### src/rtl/debounce_pulse_pkg.sv
// Shared types and constants for the push-button debounce stage.
// Imported by the synchronizer and the debounce FSM.
package debounce_pulse_pkg;

  typedef enum logic [1:0] {
    LOW       = 2'd0,
    RISE_WAIT = 2'd1,
    HIGH      = 2'd2,
    FALL_WAIT = 2'd3
  } state_t;

  localparam int CLOCK = 0;
  localparam int RESET = 1;

  localparam int DEFAULT_STABLE_CYCLES = 4;

  // Counter only has to reach STABLE_CYCLES-1.
  function automatic int cnt_width(input int n);
    int w;
    w = $clog2(n);
    return (w < 1) ? 1 : w;
  endfunction

endpackage

### src/rtl/debounce_pulse_sync_2ff.sv
// Two-flop synchronizer for the raw, asynchronous button level.
// Both flops clear to 0 on the asynchronous active-high reset.
module sync_2ff
  import debounce_pulse_pkg::*;
(
  input  logic [1:0] clock_reset,
  input  logic       d,
  output logic       q
);

  logic clock;
  logic reset;
  logic s1;
  logic s2;

  assign clock = clock_reset[CLOCK];
  assign reset = clock_reset[RESET];

  always_ff @(posedge clock or posedge reset) begin
    if (reset) begin
      s1 <= 1'b0;
      s2 <= 1'b0;
    end else begin
      s1 <= d;
      s2 <= s1;
    end
  end

  assign q = s2;

endmodule

### src/rtl/debounce_pulse.sv
// Debounces a bouncy push-button and emits one registered
// single-cycle pulse per accepted press.
module debounce_pulse
  import debounce_pulse_pkg::*;
#(
  parameter int STABLE_CYCLES = DEFAULT_STABLE_CYCLES
) (
  input  logic [1:0] clock_reset,
  input  logic       i,
  output logic       o,
  output logic       level
);

  localparam int CW = cnt_width(STABLE_CYCLES);
  localparam logic [CW-1:0] LAST = CW'(STABLE_CYCLES - 1);
  localparam logic [CW-1:0] ONE  = CW'(1);

  logic clock;
  logic reset;
  logic s;

  state_t        state_q;
  state_t        state_d;
  logic [CW-1:0] cnt_q;
  logic [CW-1:0] cnt_d;
  logic          o_q;
  logic          o_d;
  logic          level_q;
  logic          level_d;

  assign clock = clock_reset[CLOCK];
  assign reset = clock_reset[RESET];

  sync_2ff u_sync (
    .clock_reset (clock_reset),
    .d           (i),
    .q           (s)
  );

  always_ff @(posedge clock or posedge reset) begin
    if (reset) begin
      state_q <= LOW;
      cnt_q   <= '0;
      o_q     <= 1'b0;
      level_q <= 1'b0;
    end else begin
      state_q <= state_d;
      cnt_q   <= cnt_d;
      o_q     <= o_d;
      level_q <= level_d;
    end
  end

  // o defaults low so a pulse never lasts past one cycle.
  always_comb begin
    state_d = state_q;
    cnt_d   = cnt_q;
    o_d     = 1'b0;
    level_d = level_q;
    case (state_q)
      LOW: begin
        if (s) begin
          state_d = RISE_WAIT;
          cnt_d   = ONE;
        end else begin
          cnt_d   = '0;
        end
      end
      RISE_WAIT: begin
        if (!s) begin
          state_d = LOW;
          cnt_d   = '0;
        end else if (cnt_q == LAST) begin
          state_d = HIGH;
          cnt_d   = '0;
          level_d = 1'b1;
          o_d     = 1'b1;
        end else begin
          cnt_d   = cnt_q + ONE;
        end
      end
      HIGH: begin
        if (!s) begin
          state_d = FALL_WAIT;
          cnt_d   = ONE;
        end
      end
      FALL_WAIT: begin
        if (s) begin
          state_d = HIGH;
          cnt_d   = '0;
        end else if (cnt_q == LAST) begin
          state_d = LOW;
          cnt_d   = '0;
          level_d = 1'b0;
        end else begin
          cnt_d   = cnt_q + ONE;
        end
      end
      default: begin
        state_d = LOW;
        cnt_d   = '0;
        level_d = 1'b0;
      end
    endcase
  end

  assign o     = o_q;
  assign level = level_q;

endmodule

### config.mk
export PLATFORM = sky130hd
export DESIGN_NAME = debounce_pulse
export DESIGN_NICKNAME = d
export VERILOG_FILES = /design/src/rtl/debounce_pulse_pkg.sv /design/src/rtl/debounce_pulse_sync_2ff.sv /design/src/rtl/debounce_pulse.sv
export SDC_FILE = /design/constraint.sdc
export NUM_CORES = 1
export LEC_CHECK = 0
export BUFFER_PORTS_ARGS = -buffer_cell sky130_fd_sc_hd__buf_4
export CORE_AREA = 4 4 41 43
export DETAILED_ROUTE_END_ITERATION = 16
export DIE_AREA = 0 0 45 47
export GPL_TIMING_DRIVEN = 0
export HOLD_SLACK_MARGIN = 0.15
export PLACE_DENSITY = 0.42
export RECOVER_POWER = 25
export SLEW_MARGIN = 20
export SYNTH_ARGS = -nofsm -noshare
export SYNTH_HDL_FRONTEND = slang
export SYNTH_HIERARCHICAL = 1
export SYNTH_SLANG_ARGS = --single-unit
### constraint.sdc
create_clock -name clock_reset -period 1.6 [get_ports clock_reset]
set_clock_uncertainty 0.05 [all_clocks]
set_input_delay 0.16 -clock clock_reset [delete_from_list [all_inputs] [get_ports clock_reset]]
set_output_delay 0.16 -clock clock_reset [all_outputs]
set_load 0.05 [all_outputs]
Yosys cells after proc, flatten, opt, wreduce, memory -nomap -nowiden --
Cells that the tools add are included.
Cells by class: add/subtract/negate cells 1, reductions and logical operators 4, multiplexer cells 21, equality and inequality tests 12
Operators by type and width (count):
- $mux W2 | 10
- $pmux W2 S4 | 2
- $mux W1 | 8
- $ne A2 B2 Y1 const B | 4
- $eq A2 B2 Y1 const B | 3
- $reduce_and A5 Y1 | 1
- $ne A2 B1 Y1 const B | 2
- $reduce_and A4 Y1 | 1
- $ne A3 B2 Y1 const B | 1
- $ne A3 B3 Y1 const B | 1
- $add A2 B1 Y2 const B | 1
- $eq A2 B1 Y1 const B | 1
- $logic_not A2 Y1 | 1
- $pmux W1 S2 | 1
- $reduce_bool A2 Y1 | 1
Storage, ports and cells: flip-flop bits (word level) 8, input port bits 3, output and inout bits 2

Depth between registers and ports, before layout --
Gate-level depths: netlist (run 1).
word-level depth 4, depth in mapped cells 4

By module --
Netlist (run 1), hierarchy kept.
By module, submodules not included:
- debounce_pulse | area an instance 271.5 µm², instances 1, cells an instance 26
- sync_2ff | area an instance 53.8 µm², instances 1, cells an instance 3

Worst setup path after synthesis (run 1) --
Ideal clock, no wire load.
path kind reg2reg, start register cnt_q[0], end register with a tool-made name, stages on the path, launching flop included 4, arrival 975 ps, period minus slack after synthesis 1150 ps, slack 450 ps, cells stage by stage dfrtp_1 -> ha_1 -> nand2_2 -> mux2_4
RTL lines:
- start: declaration | RTL line debounce_pulse.sv:24 | logic [CW-1:0] cnt_q;
- start signal: assignment | RTL line debounce_pulse.sv:48 | cnt_q <= cnt_d;

==> results.sh, run 1 <==
export IMPL_synth_warnings=6
export IMPL_start_util=0.250
export IMPL_timing_fmax_ghz=0.820
export IMPL_hold_path_class="flop to flop"
export IMPL_wl_per_cell_um=10.8
export IMPL_critPathLaunchType="flop"
export IMPL_port_buffers=3
export IMPL_holdWs_ns=0.305
export IMPL_grt_pass1_wl_um=1130
export IMPL_stdcell_area_um2=433
export IMPL_yosys_top_cells_count="dfrtp_1, o21ai_0"
export IMPL_syn_inst=29
export IMPL_synthArstFlopShare=1.00
export IMPL_ff2ff_setup_slack_ns=0.38
export IMPL_vdd_drop_max_mv=0.654
export IMPL_grt_overflow=0
export IMPL_slew_violations=0
export IMPL_setup_viol=0
export IMPL_place_congestion=0.726
export IMPL_finalWorstSetupSlack_ns=0.381
export IMPL_cts_resized=0
export IMPL_ioPinCount=5
export IMPL_core_mm2=0.00130
export IMPL_n_fill_cell=141
export IMPL_status="finished, final reports clean"
export IMPL_pre_cts_slack_ns=0.391
export IMPL_dieArea_mm2=0.00212
export IMPL_track_usage=0.0947
export IMPL_final_antenna_net_count=0
export IMPL_drt_iter0_markers=6
export IMPL_insertion_delay_ns=0.25
export IMPL_synth_top_area_cell="dfrtp_1"
export IMPL_tns_ns=0
export IMPL_synth_net_count=33
export IMPL_synthTopCellsByArea="dfrtp_1, o21ai_0, mux2_4, ha_1, a21oi_1"
export IMPL_max_slew_margin=0.871
export IMPL_cpMaxStageDelayCell="dfrtp_1"
export IMPL_fp_dieW_um=45
export IMPL_synth_distinct_cells=16
export IMPL_synth_top_area_share=0.615
export IMPL_drive_above_1_share=0.222
export IMPL_finalHoldViolCount=0
export IMPL_grt_pass1_vias=326
export IMPL_drc=0
export IMPL_die_y_um=47
export IMPL_yosysMostFrequentCell="dfrtp_1"
export IMPL_postCtsSetupRepairBufs=0
export IMPL_syn_area_um2=325
export IMPL_rows=13
export IMPL_drt_wl_total_um=646
export IMPL_crit_fanout=4
export IMPL_ctsHoldBuffers=1
export IMPL_final_cells=60
export IMPL_synthToLayoutAreaGrowth_pct=33.1
export IMPL_grt_max_degree=9
export IMPL_worstPathRequired_ns=1.68
export IMPL_finalCritPeriodShare=0.762
export IMPL_synth_avg_cell_area_um2=11.2
export IMPL_finalNetCount=51
export IMPL_synth_edf_count=0
export IMPL_antenna_found_initial=0
export IMPL_fin_crit_ns=1.22
export IMPL_leakage_nw=0.226
export IMPL_clkSlewWorstSetupHoldPaths_ns=0.05
export IMPL_dp_cells=47
export IMPL_max_cap_violations=0
export IMPL_cts_tree="done"
export IMPL_ys_flop_type="dfrtp_1"
export IMPL_rsz0062_at_grt="no"
export IMPL_pwr_density_cell_mw_per_mm2=1920
export IMPL_tightest_slew_ns=0.192
export IMPL_path_class="flop to flop"
export IMPL_antennaDiodeCount=0
export IMPL_cp_arrival_ns=1.30
export IMPL_max_stage_delay_ns=0.40
export IMPL_crit_chain="ha_1 -> nand2_2 -> mux2_4"
export IMPL_dr_total_vias=268
export IMPL_ys_seq_area_frac=0.615
export IMPL_dr_pass1_iters=4
export IMPL_place_area_um2=367
export IMPL_end_kind="flop"
export IMPL_ys_ff_latch=8
export IMPL_viasPerCell=4.47
critical path, delay by kind of cell, from the launching register on:
family / cells / cell delay, ns
AND/OR/NAND/NOR: 1 / 0.11
multiplexers: 1 / 0.29
adder cells (fa/ha/maj): 1 / 0.26
flip-flops: 1 / 0.40
where the power goes:
part | internal [mW] | switching (mW) | total, mW | leakage, nW
Sequential | 0.237 | 0.0453 | 0.283 | 0.0997
Combinational | 0.0935 | 0.105 | 0.199 | 0.0667
Clock | 0.143 | 0.208 | 0.350 | 0.0600
Total | 0.473 | 0.358 | 0.832 | 0.226
routing by layer:
metal	wire, um	track usage	share of wire	vias to the layer above
li1	-	-	-	131
met1	269	0.0580	0.42	123
met4	19	0.205	0.029	0
met2	295	0.0876	0.46	12
met5	0	0	0	-
met3	61	0.107	0.094	2
cell type report:
cell class	instances	area, um2	share of cell area
Sequential cell	8	200	0.462
Multi-Input combinational cell	17	108	0.249
Clock inverter	8	30.0	0.0694
Timing Repair Buffer	4	32.5	0.0751
Clock buffer	6	33.8	0.0780
Buffer	2	10.0	0.0231
Tap cell	15	18.8	0.0434
placed cells by master, fill, tap and decap left out:
cell type      count
a21oi_1            2
a31oi_1            1
buf_2              1
buf_4              3
clkbuf_1           3
clkbuf_2           1
clkbuf_4           3
dfrtp_1            8
dlygate4sd3_1      1
ha_1               1
inv_1              8
mux2_4             1
nand2_1            2
nand2_2            1
nand3_1            1
nor2_1             2
nor3b_1            1
o21ai_0            3
o22ai_1            1
xnor2_1            1
cell families (layout without fill, tap and decap cells):
logic type / count (synthesis) / in the layout / synth area share
flip-flops: 8 / 8 / 0.615
buffers and inverters: 4 / 20 / 0.0538
AO/OA/AOI/OAI: 7 / 7 / 0.115
AND/OR/NAND/NOR: 7 / 7 / 0.104
XOR/XNOR: 1 / 1 / 0.0269
multiplexers: 1 / 1 / 0.0461
adder cells (fa/ha/maj): 1 / 1 / 0.0385
final timing paths:
path,from,end,cells past startpoint
worst min-delay path,u_sync/s1,u_sync/q,0
worst min register to register,u_sync/s1,u_sync/q,0
min in group asynchronous,clock_reset[1],async pin,3
worst max-delay path,cnt_q[0],flop,3
worst max register to register,cnt_q[0],flop,3
max in group asynchronous,clock_reset[1],u_sync/s1,3
stage by stage:
stage | util | total power, mW
global placement | 0.282 | 0.541
CTS | 0.341 | 0.919
global route | 0.333 | 0.935
floorplan | - | 0.506
finish | 0.333 | 0.832
detailed placement | 0.282 | 0.552
(Power assumes the default switching activity.)
==> inputs of run 2 (changes only) <==
--- a/config.mk
+++ b/config.mk
@@ -11,7 +11,7 @@
 export DIE_AREA = 0 0 45 47
 export GPL_TIMING_DRIVEN = 0
 export HOLD_SLACK_MARGIN = 0.15
-export PLACE_DENSITY = 0.42
+export PLACE_DENSITY = 0.43
 export RECOVER_POWER = 25
 export SLEW_MARGIN = 20
 export SYNTH_ARGS = -nofsm -noshare
==> constraint.sdc (replaced) <==
create_clock -name clock_reset -period 1.11 [get_ports clock_reset]
set_clock_uncertainty 0.05 [all_clocks]
set_input_delay 0.111 -clock clock_reset [delete_from_list [all_inputs] [get_ports clock_reset]]
set_output_delay 0.111 -clock clock_reset [all_outputs]
set_load 0.05 [all_outputs]
==> run 2 against run 1 <==
Net effect: largest power group unchanged; die area unchanged; sequential cell count is the same; routed wire length increased by 0.46%; the run now ends with setup timing left; largest cell class unchanged; global-route usage grew 1.4 points; worst hold slack worse by 0.061 ns; power grew 54%.
==> results.sh, run 2 (synthesis results as in run 1) <==
export IMPL_finalWorstSetupSlack_ns=-0.0348
export IMPL_cp_top_family="flip-flops"
export IMPL_slew_violations=0
export IMPL_tns_ns=-0.0348
export IMPL_grt_max_degree=9
export IMPL_critPathLaunchType="flop"
export IMPL_drive_above_1_share=0.267
export IMPL_max_slew_margin=0.846
export IMPL_fp_dieW_um=45
export IMPL_leakage_nw=0.237
export IMPL_end_kind="flop"
export IMPL_path_buf_inv=0
export IMPL_multi_input_area_um2=125
export IMPL_ff2ff_setup_slack_ns=-0.03
export IMPL_dp_cells=47
export IMPL_drc=0
export IMPL_dieArea_mm2=0.00212
export IMPL_hpwl_um=408
export IMPL_clkSlewWorstSetupHoldPaths_ns=0.05
export IMPL_port_buffers=3
export IMPL_insertion_delay_ns=0.25
export IMPL_antenna_found_initial=0
export IMPL_timing_fmax_ghz=0.874
export IMPL_viasPerCell=4.50
export IMPL_final_cells=60
export IMPL_tightest_slew_ns=0.231
export IMPL_cp_arrival_ns=1.22
export IMPL_pre_cts_slack_ns=-0.0519
export IMPL_vdd_drop_max_mv=0.977
export IMPL_start_util=0.250
export IMPL_holdWs_ns=0.244
export IMPL_register_area_um2=200
export IMPL_stdcell_area_um2=454
export IMPL_grt_overflow=0
export IMPL_n_fill_cell=140
export IMPL_grt_pass1_vias=387
export IMPL_place_congestion=0.675
export IMPL_place_area_um2=369
export IMPL_synthToLayoutAreaGrowth_pct=39.6
export IMPL_status="finished with violations"
export IMPL_max_cap_violations=0
export IMPL_cpMaxStageDelayCell="dfrtp_1"
export IMPL_finalNetCount=51
export IMPL_max_stage_delay_ns=0.42
export IMPL_wl_per_cell_um=10.8
export IMPL_finalHoldViolCount=0
export IMPL_fin_crit_ns=1.14
export IMPL_cts_tree="done"
export IMPL_rows=13
export IMPL_pwr_density_cell_mw_per_mm2=2830
export IMPL_core_mm2=0.00130
export IMPL_path_class="flop to flop"
export IMPL_track_usage=0.108
export IMPL_total_power_mw=1.28
export IMPL_dr_pass1_iters=2
export IMPL_rsz0062_at_grt="yes"
export IMPL_dr_total_vias=270
export IMPL_finalCritPeriodShare=1.03
export IMPL_drt_wl_total_um=649
export IMPL_crit_fanout=4
export IMPL_antennaDiodeCount=0
export IMPL_worstPathRequired_ns=1.19
export IMPL_final_antenna_net_count=0
export IMPL_crit_chain="ha_4 -> nand2_4 -> mux2_4"
export IMPL_final_cell_mix="inv_1, dfrtp_1, clkbuf_4, o21ai_0, buf_4"
export IMPL_postCtsSetupRepairBufs=0
export IMPL_drt_iter0_markers=8
export IMPL_violations="setup timing"
export IMPL_hold_path_class="clock port to async pin"
export IMPL_final_util=0.349
export IMPL_ioPinCount=5
export IMPL_die_y_um=47
export IMPL_setup_viol=1
export IMPL_grt_pass1_wl_um=1300
## run 2: repair_timing
action                                 4_1_cts  5_1_grt
pin swaps                                    1        0
setup endpoints to repair                    1        3
hold buffers                                 1        0
gates resized for setup                      2        0
endpoints found under the hold margin        1        0
## run 2: report_power, final
part	total [mW]	internal [mW]	switching (mW)	leakage (nW)
Sequential	0.425	0.336	0.0889	0.0997
Clock	0.535	0.233	0.302	0.0634
Combinational	0.324	0.164	0.160	0.0739
## run 2: final timing paths
check	startpoint	end	cells past startpoint
min	clock_reset[1]	state_q[0]	3
max in group asynchronous	clock_reset[1]	o	3
max reg2reg	cnt_q[0]	flop	3
min reg2reg	u_sync/s1	u_sync/q	0
max	cnt_q[0]	flop	3
min in group clock_reset	u_sync/s1	u_sync/q	0
## run 2: worst register-to-register path, cell delays in order (launching register included)
cell	delay (ns)
dfrtp_1	0.42
ha_4	0.19
nand2_4	0.07
mux2_4	0.29
## run 2: layout make-up
class,instances,area share
clock buffers,6,0.0826
plain buffers,2,0.0220
multi-input cells,17,0.275
clock inverters,8,0.0661
repair buffers,4,0.0716
flip-flops and latches,8,0.441
well taps,15,0.0413
## run 2: routing by layer
metal | vias up | GRT usage | wire, um
li1 | 130 | - | -
met1 | 126 | 0.0631 | 246
met2 | 10 | 0.0960 | 312
met3 | 4 | 0.0958 | 54
met4 | 0 | 0.292 | 36
met5 | - | 0 | 0
